==> src/rtl/racetrack_pkg.sv <==
// Shared types and constants for the racetrack memory datapath: LiM opcodes,
// controller states and the best-case access latencies.
package racetrack_pkg;

  typedef enum logic [2:0] {
    LIM_NONE = 3'b000,
    LIM_XOR  = 3'b001,
    LIM_AND  = 3'b010,
    LIM_OR   = 3'b011
  } lim_op_e;

  typedef enum logic [2:0] {
    IDLE,
    SHIFT,
    READ,
    WRITE,
    DONE
  } rt_state_e;

  // Cycles from the request strobe to r_valid_o with the port already aligned
  localparam int MIN_LOAD_LATENCY  = 4;
  localparam int MIN_STORE_LATENCY = 5;

  function automatic lim_op_e decode_op(input logic [2:0] funct);
    case (funct)
      3'b001:  return LIM_XOR;
      3'b010:  return LIM_AND;
      3'b011:  return LIM_OR;
      default: return LIM_NONE;
    endcase
  endfunction

endpackage

==> src/rtl/lim_lane_alu.sv <==
// Bytewise logic-in-memory unit: per enabled lane applies XOR/AND/OR against the
// mask (or passes a value through); disabled lanes either keep the stored byte or read as zero.
module lim_lane_alu
  import racetrack_pkg::*;
(
  input  logic [31:0] word,
  input  logic [31:0] mask,
  input  logic [31:0] pass,
  input  logic [3:0]  be,
  input  lim_op_e     op,
  input  logic        keep,
  output logic [31:0] y
);

  function automatic logic [7:0] lane_op(input lim_op_e o, input logic [7:0] w,
                                         input logic [7:0] m, input logic [7:0] p);
    case (o)
      LIM_XOR: return w ^ m;
      LIM_AND: return w & m;
      LIM_OR:  return w | m;
      default: return p;
    endcase
  endfunction

  always_comb begin
    y = '0;
    for (int n = 0; n < 4; n++) begin
      if (be[n])
        y[8*n +: 8] = lane_op(op, word[8*n +: 8], mask[8*n +: 8], pass[8*n +: 8]);
      else
        y[8*n +: 8] = keep ? word[8*n +: 8] : 8'h00;
    end
  end

endmodule

==> src/rtl/racetrack_mem_datapath.sv <==
// Word-organised racetrack memory with logic-in-memory loads/stores. One request
// at a time: align the access port by shifting, then wait for read/write current pulses.
module racetrack_mem_datapath
  import racetrack_pkg::*;
#(
  parameter int ADDR_WIDTH = 8,
  parameter int MAX_SIZE   = 256
) (
  input  logic                  clk_i,
  input  logic                  rstn_i,
  input  logic                  en_ab_i,
  input  logic [3:0]            be_b_i,
  input  logic                  Bz_s_i,
  input  logic                  read_pulse_i,
  input  logic                  write_pulse_i,
  input  logic [ADDR_WIDTH-1:0] ADDR_i,
  input  logic [31:0]           write_i_data_i,
  input  logic                  write_en_data_i,
  input  logic [31:0]           mask_i,
  input  logic [2:0]            logic_in_memory_funct_int_i,
  input  logic                  range_active_i,
  output logic [31:0]           r_data_o,
  output logic                  r_valid_o
);

  localparam int          WORDS   = MAX_SIZE / 4;
  localparam int unsigned WORDS_U = WORDS;
  localparam int          IDX_W   = (WORDS > 1) ? $clog2(WORDS) : 1;

  function automatic logic [IDX_W-1:0] wrap_idx(input logic [ADDR_WIDTH-3:0] w);
    int unsigned t;
    t = 32'(w) % WORDS_U;
    return IDX_W'(t);
  endfunction

  rt_state_e        state, nxt;
  logic [IDX_W-1:0] pos, tgt;
  logic [3:0]       req_be;
  logic             req_we;
  logic [31:0]      req_wdata, req_mask;
  lim_op_e          req_op;
  logic [31:0]      buf_w, alu_y;
  logic             rd_prev, wr_prev;
  logic             rd_rise, wr_rise;
  logic [31:0]      mem [WORDS];

  logic unused_ok;
  assign unused_ok = ^{range_active_i, ADDR_i[1:0]};

  assign rd_rise = read_pulse_i & ~rd_prev;
  assign wr_rise = write_pulse_i & ~wr_prev;

  always_ff @(posedge clk_i or negedge rstn_i) begin
    if (!rstn_i) state <= IDLE;
    else         state <= nxt;
  end

  always_comb begin
    nxt = state;
    case (state)
      IDLE:    if (en_ab_i)    nxt = SHIFT;
      SHIFT:   if (pos == tgt) nxt = READ;
      READ:    if (rd_rise)    nxt = req_we ? WRITE : DONE;
      WRITE:   if (wr_rise)    nxt = DONE;
      DONE:                    nxt = IDLE;
      default:                 nxt = IDLE;
    endcase
  end

  // Plain stores pass the new data; everything else passes the stored word
  lim_lane_alu u_alu (
    .word (buf_w),
    .mask (req_mask),
    .pass (req_we ? req_wdata : buf_w),
    .be   (req_be),
    .op   (req_op),
    .keep (req_we),
    .y    (alu_y)
  );

  always_ff @(posedge clk_i or negedge rstn_i) begin
    if (!rstn_i) begin
      for (int i = 0; i < WORDS; i++) mem[i] <= '0;
      pos       <= '0;
      tgt       <= '0;
      req_be    <= '0;
      req_we    <= 1'b0;
      req_wdata <= '0;
      req_mask  <= '0;
      req_op    <= LIM_NONE;
      buf_w     <= '0;
      rd_prev   <= 1'b1;
      wr_prev   <= 1'b1;
      r_data_o  <= '0;
      r_valid_o <= 1'b0;
    end else begin
      rd_prev   <= read_pulse_i;
      wr_prev   <= write_pulse_i;
      r_valid_o <= 1'b0;
      case (state)
        IDLE: if (en_ab_i) begin
          tgt       <= wrap_idx(ADDR_i[ADDR_WIDTH-1:2]);
          req_be    <= be_b_i;
          req_we    <= write_en_data_i;
          req_wdata <= write_i_data_i;
          req_mask  <= mask_i;
          req_op    <= decode_op(logic_in_memory_funct_int_i);
        end
        SHIFT: if (pos != tgt && Bz_s_i) begin
          pos <= (pos < tgt) ? pos + 1'b1 : pos - 1'b1;
        end
        READ:  if (rd_rise) buf_w <= mem[pos];
        WRITE: if (wr_rise) mem[pos] <= alu_y;
        DONE: begin
          r_data_o  <= alu_y;
          r_valid_o <= 1'b1;
        end
        default: ;
      endcase
    end
  end

endmodule

==> config.mk <==
export PLATFORM = sky130hd
export DESIGN_NAME = racetrack_mem_datapath
export DESIGN_NICKNAME = d
export VERILOG_FILES = /design/src/rtl/racetrack_pkg.sv /design/src/rtl/lim_lane_alu.sv /design/src/rtl/racetrack_mem_datapath.sv
export SDC_FILE = /design/constraint.sdc
export NUM_CORES = 2
export LEC_CHECK = 0
export BUFFER_PORTS_ARGS = -buffer_cell sky130_fd_sc_hd__buf_4
export CAP_MARGIN = 5
export CORE_UTILIZATION = 25
export DETAILED_ROUTE_END_ITERATION = 7
export GPL_ROUTABILITY_DRIVEN = 0
export PLACE_DENSITY = 0.42
export SYNTH_ARGS = -nofsm -noshare
export SYNTH_HDL_FRONTEND = slang
export SYNTH_SLANG_ARGS = --single-unit
export TNS_END_PERCENT = 50
==> constraint.sdc <==
create_clock -name clk_i -period 8.8 [get_ports clk_i]
set_clock_uncertainty 0.05 [all_clocks]
set_input_delay 0.44 -clock clk_i [delete_from_list [all_inputs] [get_ports clk_i]]
set_output_delay 0.44 -clock clk_i [all_outputs]
set_load 0.01 [all_outputs]
After elaboration in Yosys (flattened, before gate mapping):

Cells that the tools add are included.

* reduce and logical (&&, ||, !) cells: 8
* $add $sub $neg: 2
* eq/ne operators: 16
* bitwise operators: 17
* magnitude comparators: 3
* multiplexer cells: 28

Operator list (count)
* $bwmux 2048: 1
* $bmux 32 s6: 1
* $demux 32 s6: 1
* $mux 32: 4
* $pmux 8 s3: 4
* $mux 8: 8
* $and 8x8->8: 4
* $or 8x8->8: 4
* $xor 8x8->8: 4
* $eq 3x2->1 const B: 6
* $mux 3: 5
* $pmux 3 s4: 1
* $eq 3x1->1 const B: 3
* $ne 2x2->1 const B: 4
* $reduce_and 2->1: 4
* $ge 7x7->1 const B: 1
* $lt 7x1->1 const B: 1
* $not 6->7: 1
* $add 6x1->6 const B: 1
* $eq 6x6->1: 1
* $lt 6x6->1: 1
* $mux 6: 1
* $ne 6x6->1: 1
* $pmux 2 s3: 1
* 8 further kinds: 11

* logic and storage cells: 151
* bits in registers: 2202

Logic depth before layout (Yosys ltp):

* word-level depth: 6
* mapped depth: 17

Hierarchy:

A second synthesis with hierarchy kept.

* cells, all modules: 7361
* area total of the unflattened synthesis: 102139.2 um2

By module, submodules not included
* racetrack_mem_datapath: seq. area each 55080.3 um2, cells an instance 6986, times used 1, area each 99738.2 um2
* lim_lane_alu: seq. area each 0.0 um2, cells an instance 375, times used 1, area each 2401.1 um2

Least setup slack after synthesis:

OpenSTA, ideal clock, no wires.

* kind: register -> register
* start: reg pos[0]
* end: reg pos[5]
* path buffers: 5
* library setup time: 126 ps
* arrival: 3155 ps
* clock period less this slack: 3331 ps
* setup slack: 5469 ps
* cell stages (with the launch flop): 18
* data required time: 8624 ps
* path through: dfrtp_1 > buf_4 > buf_6 > inv_1 > buf_4 > clkbuf_1 > clkbuf_1 > ha_1 > nor2b_1 > o211ai_1 > a21oi_1 > ha_1 > a211oi_1 > o21bai_1 > a21oi_1 > xor2_1 > nor2_1 > xor2_1

* cells in the longest elaborated chain, start to end: 3
* elaborated cells between the ends (all ways): 7
* those cells by class: 2 x add/sub; 1 x order compare; 1 x eq/ne; 1 x mux; 2 x reduce/logical

RTL lines
* start, declared: RTL line racetrack_mem_datapath.sv:37 `logic [IDX_W-1:0] pos, tgt;`
* start signal, assigned: RTL line racetrack_mem_datapath.sv:110 `pos <= (pos < tgt) ? pos + 1'b1 : pos - 1'b1;`
* branches (longest 3 deep; another with $sub 6x1->6)

Several ways; the timed one is not identified.
A chain may end at the register's enable or synchronous reset.

Final worst setup path:

* start: reg pos[0]
* end: reg buf_w[16]

* cells in the longest elaborated chain, start to end: 4

RTL lines
* $not 6->7 (not written as such): RTL line racetrack_mem_datapath.sv:112 `READ: if (rd_rise) buf_w <= mem[pos];`
* $bmux 32 s6: RTL line racetrack_mem_datapath.sv:112
* $mux 32 (not written as such) (2 in a row): RTL line racetrack_mem_datapath.sv:112
* end signal, assigned: RTL line racetrack_mem_datapath.sv:112
* end, declared: RTL line racetrack_mem_datapath.sv:42 `logic [31:0] buf_w, alu_y;`

Every way passes these cells. The select of a mux whose other input is x is not followed.

==> summary.md <==
| Metric | Value |
|---|---|
| Switching share of power | `44.8%` |
| Layout cell share with drive strength beyond 1 | `12.8%` |
| GRT overflow | `0` |
| Final worst path period share | `58.0%` |
| DRT Wirelength | `398,000 um` |
| Hpwl dp | `242,000 um` |
| Max-cap violations | `1` |
| Post-Synth XOR/XNOR Area | `0.0534%` |
| Row Count | `230` |
| Placeable Area | `392,000 sq um` |
| Crit path largest cell delay | `0.93 ns` |
| Relative slew slack | `0.876%` |
| Psw | `19.4 mW` |
| Worst Path Buf+Inv | `2` |
| Share of the yosys chip area belonging to registers | `55.9%` |
| Clock Sinks | `2,201` |
| Non-Filler Cell Area, Final | `114,000 sq um` |
| Placed Area | `104,000 sq um` |
| Number of synthesized register bits | `2,201` |
| PwrDens | `380 nW/um^2` |
| Number of buffers created by CTS | `267` |
| Peak VDD IR | `0.427 mV` |
| Crit-path cells | `buf_12 > nor2b_4 > buf_12 > a22oi_1 > a31oi_2 > o2111ai_1 > a221oi_1 > a22oi_1` |
| Nets@finish | `9,645` |
| Synth warn | `0` |
| Final TNS setup | `0 ns` |
| Leading post-synthesis cells by cell area | `dfrtp_1 56%, a21oi_1 11%, nor2_1 8.4%` |
| Max frequency | `196 MHz` |
| Hold Fails Final Rpt | `0` |
| CP endpoint kind | `flip-flop` |
| Combinational family with the most area after synthesis | `compound AO/OA/AOI/OAI gates` |
| Vias post-DR | `74,816` |
| Ports | `120` |
| Post-synth EDFFs | `0` |
| Die Ht | `630 um` |
| Syn Area/Cell | `10.1 sq um` |
| Syn Std Cell Area | `98,500 sq um` |
| Failing checks | `capacitance limit` |
| Die area | `396,000 sq um` |
| Clock root buffer | `clkbuf_16` |
| Hold crit path type | `input port to flip-flop` |
| Logic gate share of total power | `41.8%` |
| Post-synthesis simple-gate area fraction | `11.0%` |
| Top-count cell post-synth | `a21oi_1` |
| Synth Instances | `9,703` |
| Final Max Tran Viols | `0` |
| Netlist cell types | `81` |
| Seq pwr share | `32.9%` |
| Cell taking the most area after synthesis | `dfrtp_1` |
| Top FF cell, synth | `dfrtp_1` |
| Critical Path RT | `9.47 ns` |
| Final ANT Viol Nets | `0` |
| Crit path DAT | `5.77 ns` |
| Finish-stage setup viols | `0` |
| Syn nets | `9,865` |
| CTS HTree Levels | `5` |
| Initial antenna violation count | `22` |
| GRT Total Usage | `19.7%` |
| Drt wl/cell | `26.7 um` |
| DR iter-0 viols | `6,957` |
| Unrepaired setup endpoints after global routing | `false` |
| Die W | `630 um` |
| Number of global-route vias before repair | `73,600` |
| First-pass GRT wire length | `565,000 um` |
| Kind of critical path | `flip-flop to flip-flop` |
| Clock power share | `25.3%` |
| Hold slack | `0.158 ns` |
| Initial Utilization | `25.1%` |
| DRT Pass-1 Iters | `7` |
| CTS tree | `yes` |
| Power Internal | `23.8 mW` |
| Area Growth Syn to Fin | `15.4%` |
| Clock latency on the worst-skew pair | `0.89 ns` |
| Startpoint Class | `flip-flop` |
| Top delay family on crit path | `compound AO/OA/AOI/OAI gates` |
| Vias/cell | `5.02` |
| # Post-CTS Setup Buffers | `0` |
| Clock buffer depth | `4` |
| Reg clk slew, reported paths | `0.06 ns` |
| Worst Tran Pin Value | `1.49 ns` |
| Status | `complete, but fails checks` |
| Number of port buffers | `116` |
| Synth Area in Compound Gates | `17.8%` |
| Top cells by count, synth | `2,233 x a21oi_1, 2,199 x dfrtp_1, 2,199 x nor2_1` |
| Post-synthesis mux area share | `9.30%` |
| Post-Synth Adder-Cell Area | `0.961%` |
| Final Critical Period | `5.10 ns` |
| Critical-path top delay cell | `o2111ai_1` |
| Leakage | `51.7 nW` |
| Pin count of the biggest net entering global routing | `185` |
| FFs w/ async S/R, synth | `100%` |
| Drt drc | `0` |
| Worst-path fanout max | `55` |
| Synth top area share | `55.9%` |
layout by cell type, fill, tap and decap left out, types with 15 or more instances in the layout:
cell	n
buf_4	346
buf_12	25
nand2b_1	24
dlygate4sd3_1	83
a22o_1	29
mux2i_1	374
o32a_1	16
nand2_1	182
clkbuf_1	75
a221o_1	24
inv_1	74
a211oi_1	17
o22ai_1	99
clkbuf_16	271
a31oi_1	23
mux4_2	161
clkbuf_8	59
nor2_4	53
mux2_2	157
a221oi_1	154
nand3_1	53
diode_2	15
o21ai_0	172
nor2_8	16
a21o_1	18
a22oi_1	167
nor2_1	2195
ha_1	74
clkinv_2	20
a32oi_4	15
a21oi_1	2231
dfrtp_1	2194
path summary, 6_finish.rpt:
kind                                    start  cells past startpoint  slack [ns]       endpoint
worst max-delay path                   pos[0]                      8        3.70      buf_w[16]
worst min-delay path             read_pulse_i                      2        0.16        rd_prev
worst max register to register         pos[0]                      8        3.70      buf_w[16]
worst min register to register  req_wdata[21]                      1        0.46  req_wdata[21]
max in group asynchronous              rstn_i                      4        5.82      mem[1478]
min in group asynchronous              rstn_i                      2        0.18       mem[991]
registers in the layout (all words and copies together), names as in the netlist:
register,count
tgt,6
wr_prev,1
req_mask,32
req_op,2
r_data_o,32
state,3
buf_w,32
pos,6
req_wdata,32
req_we,1
rd_prev,1
mem,2048
req_be,4
r_valid_o,1
timing repair:
| action | CTS | global route |
|---|---|---|
| hold buffers | 83 | 0 |
| endpoints found under the hold margin | 196 | 0 |
| gates resized for setup | 0 | 0 |
metrics by stage:
stage	instances	worst slack (ns)	util [%]	power (mW)
6_report	14908	3.70	29.0	43.2
5_1_grt	14894	3.75	29.0	45.0
4_1_cts	14893	3.92	29.0	43.3
3_5_place_dp	14351	3.97	26.6	32.2
3_3_place_gp	14350	3.95	26.6	31.9
2_1_floorplan	9703	5.47	-	23.9
cell families after synthesis:
group,Yosys count
multiplexers,694
XOR/XNOR,6
AO/OA/AOI/OAI,3093
adder cells (fa/ha/maj),75
flip-flops,2201
AND/OR/NAND/NOR,2613
buffers and inverters,1021
layer usage:
layer	GRT usage [%]	part of all wire, %	wire [um]
met1	27.7	46	181000
met2	30.5	44	177000
met3	3.13	6.2	24800
met4	6.98	3.8	15300
met5	0	0.0068	27
power groups by stage:
stage / logic [mW] / registers [mW] / clock network [mW]
2_1_floorplan: 10.2 / 13.7 / 0
4_1_cts: 18.0 / 14.2 / 11.2
3_3_place_gp: 17.7 / 14.2 / 0
6_report: 18.1 / 14.2 / 10.9
5_1_grt: 18.9 / 14.5 / 11.6
3_5_place_dp: 17.9 / 14.4 / 0
cell type report:
class	count	area, sq um
multi-input combinational	6481	39200
clock buffer	405	7880
clock inverter	54	637
inverter	77	298
sequential	2201	55100
fill	40543	279000
tap	5220	6530
antenna	15	37.5
timing repair buffer	455	3960
No activity file was read; power rests on OpenSTA's default activity.
